`src/rtl/serial_add_ctrl.sv`:
```
// serial_add_ctrl: bit-serial N-bit adder sequencer driving one external
// 1-bit full_adder cell, LSB first, one bit per clock.
// Optional feature macro: SERIAL_ADD_SUB_EN adds a 'sub' input that turns the
// operation into a - b (b inverted, carry-in forced to 1, cin ignored).
module serial_add_ctrl #(
  parameter int unsigned N = 8
) (
  input  logic         clk,
  input  logic         rst_n,
  input  logic         start,
  input  logic [N-1:0] a,
  input  logic [N-1:0] b,
  input  logic         cin,
`ifdef SERIAL_ADD_SUB_EN
  input  logic         sub,
`endif
  output logic         fa_a,
  output logic         fa_b,
  output logic         fa_cin,
  input  logic         fa_s,
  input  logic         fa_cout,
  output logic         busy,
  output logic         done,
  output logic [N-1:0] sum,
  output logic         cout,
  output logic         ovf
);

  localparam int unsigned CW = (N > 1) ? $clog2(N) : 1;
  localparam logic [CW-1:0] LAST = CW'(N - 1);

  typedef enum logic [1:0] {
    S_IDLE,
    S_RUN,
    S_DONE
  } state_t;

  state_t         r_state;
  state_t         w_state_nxt;
  logic [N-1:0]   r_a;
  logic [N-1:0]   r_b;
  logic [N-1:0]   r_sum_sh;
  logic [N-1:0]   r_sum;
  logic           r_carry;
  logic           r_cout;
  logic           r_ovf;
  logic [CW-1:0]  r_cnt;
  logic           w_accept;
  logic           w_last;
  logic [N-1:0]   w_sum_sh_nxt;
  logic [N-1:0]   w_b_load;
  logic           w_cin_load;

  // Operand B / carry-in as loaded on an accepted start.
`ifdef SERIAL_ADD_SUB_EN
  assign w_b_load   = sub ? ~b : b;
  assign w_cin_load = sub | cin;
`else
  assign w_b_load   = b;
  assign w_cin_load = cin;
`endif

  // Sum shift register next value: new bit enters at the MSB.
  generate
    if (N == 1) begin : g_sum_w1
      assign w_sum_sh_nxt = fa_s;
    end else begin : g_sum_wn
      assign w_sum_sh_nxt = {fa_s, r_sum_sh[N-1:1]};
    end
  endgenerate

  // State register.
  always_ff @(posedge clk or negedge rst_n) begin
    if (!rst_n) begin
      r_state <= S_IDLE;
    end else begin
      r_state <= w_state_nxt;
    end
  end

  // Next-state logic and handshake / full_adder drive outputs.
  always_comb begin
    w_state_nxt = r_state;
    w_accept    = 1'b0;
    w_last      = 1'b0;
    busy        = 1'b0;
    done        = 1'b0;
    fa_a        = 1'b0;
    fa_b        = 1'b0;
    fa_cin      = 1'b0;
    case (r_state)
      S_IDLE: begin
        if (start) begin
          w_accept    = 1'b1;
          w_state_nxt = S_RUN;
        end
      end
      S_RUN: begin
        busy   = 1'b1;
        fa_a   = r_a[0];
        fa_b   = r_b[0];
        fa_cin = r_carry;
        if (r_cnt == LAST) begin
          w_last      = 1'b1;
          w_state_nxt = S_DONE;
        end
      end
      S_DONE: begin
        busy        = 1'b1;
        done        = 1'b1;
        w_state_nxt = S_IDLE;
      end
      default: w_state_nxt = S_IDLE;
    endcase
  end

  // Datapath: operand/sum shifting, carry, bit counter and result registers.
  // The visible result is loaded on the edge entering DONE with the final
  // shift value, so it equals the completed sum register throughout DONE and
  // holds afterwards without a separate DONE-cycle copy.
  always_ff @(posedge clk or negedge rst_n) begin
    if (!rst_n) begin
      r_a      <= '0;
      r_b      <= '0;
      r_sum_sh <= '0;
      r_sum    <= '0;
      r_carry  <= 1'b0;
      r_cout   <= 1'b0;
      r_ovf    <= 1'b0;
      r_cnt    <= '0;
    end else if (w_accept) begin
      r_a      <= a;
      r_b      <= w_b_load;
      r_carry  <= w_cin_load;
      r_cnt    <= '0;
      r_sum_sh <= '0;
    end else if (r_state == S_RUN) begin
      r_sum_sh <= w_sum_sh_nxt;
      r_a      <= r_a >> 1;
      r_b      <= r_b >> 1;
      r_carry  <= fa_cout;
      r_cnt    <= r_cnt + 1'b1;
      if (w_last) begin
        r_sum  <= w_sum_sh_nxt;
        r_cout <= fa_cout;
        r_ovf  <= fa_cin ^ fa_cout;
      end
    end
  end

  assign sum  = r_sum;
  assign cout = r_cout;
  assign ovf  = r_ovf;

endmodule
```
`config.mk`:
```
export PLATFORM = sky130hd
export DESIGN_NAME = serial_add_ctrl
export DESIGN_NICKNAME = d
export VERILOG_FILES = /design/src/rtl/serial_add_ctrl.sv
export SDC_FILE = /design/constraint.sdc
export NUM_CORES = 1
export LEC_CHECK = 0
export CAP_MARGIN = 40
export CELL_PAD_IN_SITES_DETAIL_PLACEMENT = 1
export CELL_PAD_IN_SITES_GLOBAL_PLACEMENT = 1
export CORE_AREA = 2 2 81 83
export CTS_BUF_LIST = sky130_fd_sc_hd__clkbuf_16
export DETAILED_ROUTE_END_ITERATION = 7
export DIE_AREA = 0 0 83 85
export PLACE_DENSITY = 0.64
export SLEW_MARGIN = 0
export SYNTH_ARGS = -nofsm -noshare
export SYNTH_HDL_FRONTEND = slang
export SYNTH_SLANG_ARGS = --single-unit
```
`constraint.sdc`:
```
create_clock -name clk -period 4.4 [get_ports clk]
set_clock_uncertainty 0.2 [all_clocks]
set_input_delay 0.88 -clock clk [delete_from_list [all_inputs] [get_ports clk]]
set_output_delay 0.88 -clock clk [all_outputs]
set_load 0.01 [all_outputs]
```
==> results of run 1 <==
[worst max-delay path: stages, from the launching register on]
cell	delay, ns
dfrtp_1	0.39
inv_1	0.13
ha_2	0.53
and2_4	0.25
clkdlybuf4s50_1	0.53
[routing by layer]
layer  GRT usage (%)  up-vias
li1                -      582
met1            15.3      566
met4            4.47        0
met3            5.06        4
met5               0        -
met2            15.3       27
[worst max-delay path by stage]
stage	endpoint	slack, ns	start
after floorplan	fa_a	2.12	r_state[1]
after global placement	fa_cin	1.52	r_state[1]
after detailed placement	fa_cin	1.49	r_state[1]
after CTS	fa_cin	1.18	r_state[1]
after global routing	fa_cin	1.11	r_state[1]
final	fa_cin	1.22	r_state[1]
[metrics by stage]
stage / std cells / total power, mW
after floorplan: 150 / 0.972
after global placement: 257 / 1.13
after detailed placement: 258 / 1.15
after CTS: 266 / 1.50
after global routing: 266 / 1.59
final: 266 / 1.46
[kinds of logic after synthesis]
| family | count (synthesis) |
|---|---|
| AOI/OAI and AO/OA | 20 |
| xor gates and xnor gates | 2 |
| adders and majority gates | 7 |
| buffers and inverters | 12 |
| DFF | 39 |
| muxes | 35 |
| and+or+nand+nor | 35 |
[power by group]
group / total (mW) / internal, mW / switching [mW]
logic: 0.552 / 0.285 / 0.267
clock network: 0.337 / 0.204 / 0.133
registers: 0.575 / 0.497 / 0.0781
[synth_stat cells]
cell,instances
o22ai_1,1
mux2i_1,24
and2_1,3
nor2_1,10
dfrtp_1,39
mux2_2,8
clkbuf_1,1
and2_4,1
xnor2_1,2
buf_4,1
o21ai_0,18
o31ai_1,1
ha_1,7
buf_2,3
nand2_1,20
nor2_8,1
inv_1,4
buf_6,3
mux2_1,3
[registers in the layout, indices dropped and copies added (netlist names), 2 cells and up]
register and count:
r_a 8, r_b 8, sum 8, r_sum_sh 7
r_cnt 3, r_state 2
[layout make-up]
class	count	area, sq um	share of cell area [%]
inverters	4	15.0	0.639
multi-input cells	99	736	31.3
clock inverters	3	11.3	0.479
repair buffers	39	390	16.6
flip-flops and latches	39	976	41.5
well taps	77	96.3	4.10
clock buffers	5	125	5.32
==> metrics.md, run 1 <==
| Metric | Value |
|---|---|
| Synthesized instance count | `150` |
| Residual DRC | `0` |
| Remaining Overflow, GRT | `0` |
| Combinational family with the most area after synthesis | `multiplexers` |
| Skew-Pair Late Insertion Delay | `0.28 ns` |
| DR iter-0 viols | `63` |
| Wl on met1 | `1780 um` |
| Placed cell area | `2210 sq um` |
| Clock transition at path regs | `0.05 ns` |
| RSZ-0062 raised after global routing | `no` |
| Kind of critical path | `reg -> out` |
| Number of fill cells | `688` |
| Synth cell types | `19` |
| Worst r2r src | `r_state[1]` |
| Clock root buffer | `clkbuf_16` |
| HP Class | `in -> async` |
| Post-synth top area share | `54.7%` |
| Max_cap viols | `0` |
| Seq/Total Area, Yosys | `54.7%` |
| Critical Path End Type | `output pin` |
| Wire length on met2 | `1520 um` |
| DR WL/cell | `13.2 um` |
| TritonCTS Buffers | `5` |
| Synth-to-layout area growth | `31.7%` |
| Final Max Slew Viols | `0` |
| Vias in the first global route | `1,260` |
| Core Rows | `29` |
| WL final | `3510 um` |
| Commonest non-fill, non-tap cell in the layout | `dfrtp_1` |
| Xor/xnor share of the synthesized area | `0.982%` |
| Dominant cells by area after synthesis | `dfrtp_1 55%, mux2i_1 13%, o21ai_0 5.0%` |
| Finished Core Util | `37.9%` |
| Clk buf depth | `2` |
| Antenna Diode Count | `0` |
| Reg2Reg Capture Point | `sum[3]` |
| Worst Slack Setup Final | `1.22 ns` |
| Core box area | `6200 sq um` |
| Final hold violation count | `0` |
| Setup TNS | `0 ns` |
| Routed vias/inst | `4.43` |
| Post-placement setup slack | `1.49 ns` |
| Normalized max-slew margin | `58.1%` |
| PD cells | `623 nW/um^2` |
| Number of setup buffers added after CTS | `0` |
| Antenna violations before repair | `0` |
| Max Freq | `0.315 GHz` |
| Starting Density | `28.8%` |
| Post-CTS Resized | `0` |
| Fin crit period | `3.18 ns` |
| Critical Path RT | `3.32 ns` |
| First-pass GRT wire length | `6220 um` |
| Area leader, netlist | `dfrtp_1` |
| CP Launch Type | `flop` |
| Worst-margin pin slew | `0.628 ns` |
| Port bufs | `36` |
| Commonest cells after routing, fill and taps aside | `39 x dfrtp_1, 35 x clkdlybuf4s50_1, 24 x mux2i_1` |
| Net count, final | `217` |
| Die H | `85 um` |
| Area of the die | `7060 sq um` |
| Status | `finished clean` |
| H-tree Lvls | `2` |
| Die W | `83 um` |
| Area share of and/or/nand/nor cells after synthesis | `8.98%` |
| Yosys warning count | `0` |
| Tcrit/Tclk final | `72.2%` |
| Internal reg-to-reg setup slack | `1.91 ns` |
| Highest routing layer actually used | `met4` |
| Clk sinks | `39` |
| Mapped cell area | `1780 sq um` |
| Ports | `37` |
| Pin count of the biggest net entering global routing | `36` |
| Multiplexer area fraction after synthesis | `20.4%` |
| RePlAce Congestion | `0.703` |
| Detail Placement HPWL | `2430 um` |
| CTS Hold Bufs | `0` |
| Final setup vio count | `0` |
| Vias | `1,179` |
| CTS tree | `yes` |
| Layout cell share with drive strength beyond 1 | `10.6%` |
| Compound-Gate Fraction of Synth Area | `5.82%` |
| Adder-cell share of the synthesized area | `4.91%` |
| Antenna Violating Nets Remaining | `0` |
| Hold slack | `0.223 ns` |
| Total GRT Usage | `11.2%` |
| Syn Nets | `179` |
| Post-layout instance area | `2350 sq um` |
| Max VDD drop | `0.208 mV` |
| DRT Pass-1 Iters | `3` |
| Met3 routed WL | `174 um` |
| Crit Path Max Fanout | `18` |
| Average cell area after synthesis | `11.9 sq um` |
| Leak | `1.05 nW` |
| Worst r2r path cells | `6` |
| #FFs+latches synth | `39` |
| Crit path DAT | `2.10 ns` |
Note: power is estimated with default switching activity, not from simulation.
==> run 2: changes to the inputs <==
Settings changed: PLACE_DENSITY 0.64 to 0.67.
Clock period 4.4 ns to 2.8 ns, I/O delays scaled along.
==> metrics.md, run 2 (synthesis gave the netlist of run 1 again) <==
| Metric | Value |
|---|---|
| DR iter-0 viols | `45 (-29%)` |
| Crit path DAT | `1.76 ns (-0.34 ns)` |
| Worst-margin pin slew | `0.294 ns (-0.334 ns)` |
| Starting Density | `28.8% (unchanged)` |
| Normalized max-slew margin | `80.4% (+22 points)` |
| Remaining Overflow, GRT | `0 (unchanged)` |
| Layout cell share with drive strength beyond 1 | `13.0% (+2.4 points)` |
| Critical Path RT | `2.04 ns (-1.28 ns)` |
| Clock root buffer | `clkbuf_16` |
| Max_cap viols | `0 (unchanged)` |
| Ports | `37 (unchanged)` |
| Clk sinks | `39 (unchanged)` |
| Routed vias/inst | `4.47 (+0.94%)` |
| Combinational Power Share | `35.9% (-1.8 points)` |
| Pin count of the biggest net entering global routing | `31 (-14%)` |
| Fin crit period | `2.52 ns` |
| Kind of critical path | `reg -> out` |
| Flop pwr share | `35.9% (-3.4 points)` |
| Sw power | `0.778 mW (+63%)` |
| Setup TNS | `0 ns (unchanged)` |
| CP Launch Type | `flop` |
| Clock network power share | `28.3% (+5.3 points)` |
| First-pass GRT wire length | `6240 um (+0.45%)` |
| RePlAce Congestion | `0.640 (-9.0%)` |
| Commonest non-fill, non-tap cell in the layout | `dfrtp_1` |
| Vias | `1,208 (+2.5%)` |
| Commonest cells after routing, fill and taps aside | `39 x dfrtp_1, 35 x clkdlybuf4s50_1, 24 x mux2i_1` |
| Clk buf depth | `2 (unchanged)` |
| Internal | `1.75 mW (+78%)` |
| Residual DRC | `0 (unchanged)` |
| Antenna Violating Nets Remaining | `0 (unchanged)` |
| Antenna violations before repair | `0 (unchanged)` |
| Max Freq | `0.396 GHz` |
| Max VDD drop | `0.541 mV (+160%)` |
| Final hold violation count | `0 (unchanged)` |
| DRT Pass-1 Iters | `2 (-1)` |
| Total GRT Usage | `11.0% (-0.13 points)` |
| Switch share | `30.7% (-2.0 points)` |
| Leak | `1.10 nW (+4.3%)` |
| WL final | `3610 um (+3.0%)` |
| Antenna Diode Count | `0 (unchanged)` |
| RSZ-0062 raised after global routing | `no` |
| DR WL/cell | `13.4 um (+1.5%)` |
| Core Rows | `29 (unchanged)` |
| H-tree Lvls | `2 (unchanged)` |
| Net count, final | `221 (+1.8%)` |
| Area of the die | `7060 sq um (unchanged)` |
| Finished Core Util | `39.2% (+1.4 points)` |
| Final setup vio count | `0 (unchanged)` |
| Clock transition at path regs | `0.06 ns (about the same)` |
| Die H | `85 um (unchanged)` |
| HP Class | `reg -> reg` |
| Post-CTS Resized | `0 (unchanged)` |
| Detail Placement HPWL | `2650 um (+9.2%)` |
| Power Total | `2.53 mW (+73%)` |
| TritonCTS Buffers | `5 (unchanged)` |
| Crit Path Max Fanout | `5 (-13)` |
| Port bufs | `36 (unchanged)` |
| PD cells | `1040 nW/um^2 (+67%)` |
| CTS tree | `yes` |
| Skew-Pair Late Insertion Delay | `0.27 ns (about the same)` |
| Synth-to-layout area growth | `36.5%` |
| Tcrit/Tclk final | `90.2%` |
| Vias in the first global route | `1,281 (+1.7%)` |
| Final Max Slew Viols | `0 (unchanged)` |
| Status | `finished clean` |
| Core box area | `6200 sq um (unchanged)` |
| Die W | `83 um (unchanged)` |
| Critical Path End Type | `output pin` |
## run 2: routing by layer
| layer | GRT usage, % | wire, um | vias to the layer above |
|---|---|---|---|
| met5 | 0 | 0 | - |
| met4 | 3.58 | 34 | 0 |
| met3 | 3.11 | 121 | 4 |
| met2 | 18.0 | 1730 | 24 |
| met1 | 14.3 | 1720 | 594 |
| li1 | - | - | 586 |
## run 2: final timing paths
path,from,end,slack [ns],depth (start not counted)
max,r_state[1],fa_cin,0.28,4
min,sum[5],sum[5],0.29,1
max reg2reg,r_state[1],sum[0],0.66,6
min reg2reg,sum[5],sum[5],0.29,1
max in group asynchronous,rst_n,r_sum_sh[6],1.47,3
min in group asynchronous,rst_n,r_a[4],0.49,2
## run 2: final cells by class
| cell class | count | area (sq um) |
|---|---|---|
| Clock buffer | 5 | 125 |
| Tap cell | 77 | 96.3 |
| Fill cell | 673 | 3770 |
| Sequential cell | 39 | 976 |
| Clock inverter | 3 | 63.8 |
| Timing Repair Buffer | 43 | 423 |
| Inverter | 4 | 15.0 |
| Multi-Input combinational cell | 99 | 736 |
## run 2: power by group through the flow
| stage | Combinational [mW] | Clock [mW] | Sequential [mW] |
|---|---|---|---|
| after floorplan | 0.635 | 0 | 0.892 |
| after global placement | 0.886 | 0 | 0.907 |
| after detailed placement | 0.926 | 0 | 0.917 |
| after CTS | 0.935 | 0.741 | 0.911 |
| after global routing | 1.01 | 0.761 | 0.936 |
| final | 0.908 | 0.715 | 0.908 |
## run 2: through the flow
| step | hold WS [ns] | cell area, sq um | instances | worst slack (ns) |
|---|---|---|---|---|
| after detailed placement | 0.250 | 2240 | 261 | 0.564 |
| final | 0.285 | 2430 | 270 | 0.275 |
| after global routing | 0.307 | 2430 | 270 | 0.180 |
| after global placement | 0.275 | 2220 | 260 | 0.606 |
| after CTS | 0.289 | 2430 | 270 | 0.250 |
| after floorplan | 0.0644 | 1780 | 150 | 0.844 |
## run 2: what timing repair did
item,in CTS,in global routing
setup buffers,0,0
endpoints found under the hold margin,9,0
hold buffers,1,0
## run 2: worst max-delay path, stage by stage, from the launching register on
cell             delay (ns)
dfrtp_1                0.39
inv_1                  0.13
ha_2                   0.27
and2_4                 0.17
clkdlybuf4s50_1        0.53
==> run 3: changes to the inputs <==
Settings changed: CTS_CLUSTER_DIAMETER set to 120.
==> results of run 3 <==
No change in the layout: final DEF, timing and power equal those of run 2.
